## src/rtl/lyr2_seq.sv

```systemverilog
// Layer sequencer: feeds one shared 2-input neuron datapath once per neuron,
// fetching w1/w2/b from a weight ROM and streaming {idx, result} downstream.
// Handshakes: a transfer happens on any rising edge where valid and ready
// are both high; a producer holds its data stable while valid is high and
// ready is low, and a consumer never depends on data without valid.
module lyr2_seq #(
    parameter int N_NEURON = 4,
    parameter int ADDR_W   = 2,
    parameter int DW       = 16
) (
    input  logic              clk,
    input  logic              rst,
    input  logic              in_valid,
    output logic              in_ready,
    input  logic [DW-1:0]     in_d1,
    input  logic [DW-1:0]     in_d2,
    output logic [ADDR_W-1:0] wb_addr,
    input  logic [DW-1:0]     wb_w1,
    input  logic [DW-1:0]     wb_w2,
    input  logic [DW-1:0]     wb_b,
    output logic [DW-1:0]     dp_d1,
    output logic [DW-1:0]     dp_d2,
    output logic [DW-1:0]     dp_w1,
    output logic [DW-1:0]     dp_w2,
    output logic [DW-1:0]     dp_b,
    input  logic [DW-1:0]     dp_res,
    output logic              out_valid,
    input  logic              out_ready,
    output logic [ADDR_W-1:0] out_idx,
    output logic [DW-1:0]     out_data,
    output logic              busy,
    output logic              done
);

    // Neuron count must fit the ROM address space and be non-empty.
    if (N_NEURON < 1 || N_NEURON > (2 ** ADDR_W)) begin : g_bad_n_neuron
        $error("lyr2_seq: N_NEURON out of range 1 .. 2**ADDR_W");
    end

    typedef enum logic [1:0] {
        IDLE  = 2'd0,
        FETCH = 2'd1,
        EVAL  = 2'd2,
        EMIT  = 2'd3
    } state_t;

    localparam logic [ADDR_W-1:0] LAST_IDX = ADDR_W'(N_NEURON - 1);

    state_t            state;
    logic [ADDR_W-1:0] idx;

    // Handshake/status views decoded straight from the state register.
    assign in_ready = (state == IDLE);
    assign busy     = (state != IDLE);
    assign wb_addr  = idx;

    // Single sequencing FSM; all datapath operands and stream outputs are registered here.
    always_ff @(posedge clk or posedge rst) begin
        if (rst) begin
            state     <= IDLE;
            idx       <= '0;
            dp_d1     <= '0;
            dp_d2     <= '0;
            dp_w1     <= '0;
            dp_w2     <= '0;
            dp_b      <= '0;
            out_valid <= 1'b0;
            out_idx   <= '0;
            out_data  <= '0;
            done      <= 1'b0;
        end else begin
            done <= 1'b0;
            case (state)
                IDLE: begin
                    // The input vector is captured once and reused by every neuron.
                    if (in_valid) begin
                        dp_d1 <= in_d1;
                        dp_d2 <= in_d2;
                        idx   <= '0;
                        state <= FETCH;
                    end
                end
                FETCH: begin
                    // ROM words for wb_addr == idx are sampled at the end of this cycle.
                    dp_w1 <= wb_w1;
                    dp_w2 <= wb_w2;
                    dp_b  <= wb_b;
                    state <= EVAL;
                end
                EVAL: begin
                    // Operands have been stable for a full cycle; latch the datapath result.
                    out_data  <= dp_res;
                    out_idx   <= idx;
                    out_valid <= 1'b1;
                    state     <= EMIT;
                end
                EMIT: begin
                    // Hold the result until downstream accepts it.
                    if (out_ready) begin
                        out_valid <= 1'b0;
                        if (idx == LAST_IDX) begin
                            done  <= 1'b1;
                            idx   <= '0;
                            state <= IDLE;
                        end else begin
                            idx   <= idx + ADDR_W'(1);
                            state <= FETCH;
                        end
                    end
                end
                default: begin
                    state <= IDLE;
                end
            endcase
        end
    end

endmodule

```

## config.mk

```make
export PLATFORM = sky130hd
export DESIGN_NAME = lyr2_seq
export DESIGN_NICKNAME = d
export VERILOG_FILES = /design/src/rtl/lyr2_seq.sv
export SDC_FILE = /design/constraint.sdc
export NUM_CORES = 1
export LEC_CHECK = 0
export CAP_MARGIN = 20
export CORE_MARGIN = 2
export CORE_UTILIZATION = 44
export DETAILED_ROUTE_END_ITERATION = 6
export GPL_TIMING_DRIVEN = 0
export PLACE_DENSITY_LB_ADDON = 0.3
export SLEW_MARGIN = 20
export SYNTH_ARGS = -nofsm -noshare
export SYNTH_HDL_FRONTEND = slang
export SYNTH_SLANG_ARGS = --single-unit
export TNS_END_PERCENT = 50
```

## constraint.sdc

```tcl
create_clock -name clk -period 10.3 [get_ports clk]
set_input_delay 2.06 -clock clk [delete_from_list [all_inputs] [get_ports clk]]
set_output_delay 2.06 -clock clk [all_outputs]
set_load 0.05 [all_outputs]
```

-- Word level (Yosys, flattened, before mapping)
Index checks and enable logic that the tools add are counted.
- add/sub/neg operators: 1
- equal/unequal tests: 6
- mux-type cells: 13
- reductions and logical operators: 8
- operators with widths (operator ; number):
    $mux 2 ; 5
    $pmux 2 s4 ; 1
    $eq 2x2->1 const B ; 3
    $reduce_and 2->1 ; 3
    $reduce_bool 2->1 ; 3
    $mux 1 ; 5
    $ne 2x2->1 const B ; 2
    $pmux 2 s2 ; 1
    $reduce_and 3->1 ; 1
    $add 2x1->2 const B ; 1
    $eq 2x1->1 const B ; 1
    $logic_not 2->1 ; 1
    $pmux 1 s2 ; 1
- register bits: 104
- input port bits: 100
- output and inout port bits: 104
- word-level logic and storage cells: 39

-- Logic depth before layout (Yosys ltp)
- word-level depth: 4
- depth in mapped cells: 7

-- Least setup slack after synthesis
No wires, ideal clock.
- path type: register -> output
- start point: register state[0]
- end point: output in_ready
- data arrival time: 1039 ps
- required time: 8240 ps
- slack: 7201 ps
- stages on the path, launching flop included: 3
- path through: dfrtp_1 -> inv_1 -> ha_1
- word-level cells in the longest chain between the ends: 1
- ends and longest elaborated chain (element ; RTL line ; source):
    from (decl) ; 49 ; state_t state;
    from (signal assigned) ; 60 ; state <= IDLE;
    from (signal assigned) ; 80 ; state <= FETCH;
    from (signal assigned) ; 88 ; state <= EVAL;
    $logic_not 2->1 ; 53 ; assign in_ready = (state == IDLE);
    to (decl) ; 14 ; output logic in_ready,
No other way between the ends.

-- Worst setup path after layout
Ends and elaborated chain as after synthesis.

==> reports/qor.yml <==
run_status:
  outcome: "completed"
cells_and_area:
  layout.cells.non_filler: 575
  mostFrequentLayoutCell: "clkdlybuf4s50_1"
  drive_above_1_share: 0.276
  area_growth_syn_to_layout_pct: 58.0
  final_cell_mix: "clkdlybuf4s50_1 (203), dfrtp_1 (104), mux2_2 (69)"
  fin_nets: 566
  antennaDiodeCount: 0
setup_path:
  cp.arrival_ps: 2060
  crit_required_ps: 8240
  startpoint_type: "flip-flop"
  path_max_fanout: 5
  rr_worst_depth: 5
  crit_path_end_kind: "primary output"
  critPathKind: "flip-flop to primary output"
placed_design:
  portBuffers: 203
  gp_congestion: 0.741
  hpwl_um: 7460
  dp.cells: 559
run:
  maxCapViolCount: 0
clocking:
  post_cts_buffers: 0
  clockRootBuffer: "clkbuf_8"
  cts_tree: "done"
  clk_path_buf_depth: 2
  clk_pin_slew_ps: 90
  cts_resized: 0
  clock_latency_ps: 360
  cts_inserted_buffers: 9
  cts_sinks: 104
  cts-htree-levels: 3
  hold_buffers: 0
drt:
  route.detailed.drc: 0
  vias: 2742
  viasPerCell: 4.77
  dr.pass1.iters: 4
  drt_iter0_markers: 52
  wire_per_inst_um: 17.0
  ant_nets: 0
  wirelength_um: 9780
floorplan:
  die_y_um: 101
  coreArea_mm2: 0.00920
  die_area_mm2: 0.0102
  start_util: 0.452
  rows: 35
  die_w_um: 101
  ios: 204
yosys:
  yosys_warnings: 0
  synth_cells: 244
  synth_area_mm2: 0.00415
  synth_nets: 351
  ys.flop_type: "dfrtp_1"
  synth_edf_count: 0
  yosysSeqAreaShare: 0.627
  avgSynthCellArea_um2: 17.0
  ys_ff_latch: 104
  async_flop_share: 1.00
  synth.distinct_cells: 21
timing:
  worst_slew_pin_slew_ps: 560
  fmax_mhz: 243
  drv_slew: 0
  min_period_ps: 4120
  rsz0062_at_grt: "no"
  slew_headroom: 0.626
  fin_crit_sh: 0.400
  setup_tns_ps: 0
  timing_hold_violations_final: 0
  finClkSkew_ps: 19.3
  setup_viol: 0
hold_path:
  holdCritPathClass: "flip-flop to flip-flop"
  holdPathStages: 2
global_routing:
  grt.overflow.total: 0
  grt_start_max_net_pins: 61
  grt_pass1_wl_um: 14600
  antenna_found_initial: 0
  grt_pass1_vias: 2986
  grtUsageTotal: 0.187
## per-layer routing
| metal | track usage | vias to the layer above | part of all wire |
|---|---|---|---|
| met5 | 0 | - | 0 |
| li1 | - | 1277 | - |
| met2 | 0.320 | 122 | 0.49 |
| met4 | 0.0593 | 0 | 0.018 |
| met3 | 0.0566 | 12 | 0.076 |
| met1 | 0.226 | 1331 | 0.42 |
## area by class of cell
class / count / area [µm²]
clock buffer: 11 / 141
tap: 111 / 139
multi-input combinational: 125 / 1440
clock inverter: 5 / 62.6
sequential: 104 / 2600
buffer: 10 / 88.8
fill: 650 / 2640
inverter: 5 / 23.8
timing repair buffer: 204 / 2060
## synthesized netlist by cell type (2+ instances only)
cell type / n / area (µm²)
nand2_1: 2 / 7.51
mux2_2: 69 / 777
buf_4: 3 / 22.5
mux2i_1: 2 / 20.0
inv_1: 5 / 18.8
mux2_4: 30 / 450
buf_2: 2 / 10.0
buf_6: 5 / 56.3
o21ai_0: 3 / 15.0
ha_1: 7 / 87.6
nor2_1: 2 / 7.51
dfrtp_1: 104 / 2600
o31ai_1: 2 / 15.0
## final timing paths
path / slack (ps) / startpoint / endpoint
min in group asynchronous: 2100 / rst / dp_b[9]
max in group asynchronous: 7570 / rst / wb_addr[1]
max: 6180 / state[0] / in_ready
max reg2reg: 8690 / state[1] / dp_w2[3]
min reg2reg: 510 / out_valid / out_valid
min: 510 / out_valid / out_valid
## worst max-delay path: stages, from the launching register on
cell,delay [ps]
dfrtp_1,440
inv_1,140
ha_1,250
clkdlybuf4s50_1,860
## state kept, by name, summed over array words and instances (netlist names), 2 cells and up
register / count
dp_w2: 16
dp_b: 16
dp_d2: 16
state: 2
wb_addr: 2
out_data: 16
dp_w1: 16
dp_d1: 16
out_idx: 2
## cell families (layout without fill, tap and decap cells)
logic type	count (synthesis)	in the layout	synth area share
AO/OA/AOI/OAI	7	7	0.0111
multiplexers	101	101	0.300
adder cells (fa/ha/maj)	7	7	0.0211
flip-flops	104	104	0.627
buffers and inverters	15	235	0.0259
AND/OR/NAND/NOR	10	10	0.0148
## through the flow
step                hold WS (ps)  utilization  cell area [µm²]  setup slack (ps)
finish                       509        0.713             6560              6180
CTS                          516        0.713             6560              6150
global route                 523        0.713             6560              6100
global placement             474        0.688             6320              4040
floorplan                    580            -             4150              5510
detailed placement           493        0.691             6360              6540
Power is left out: the tool's default activity adds up to more than one toggle a clock period on the data nets, which glitch-free logic cannot reach.
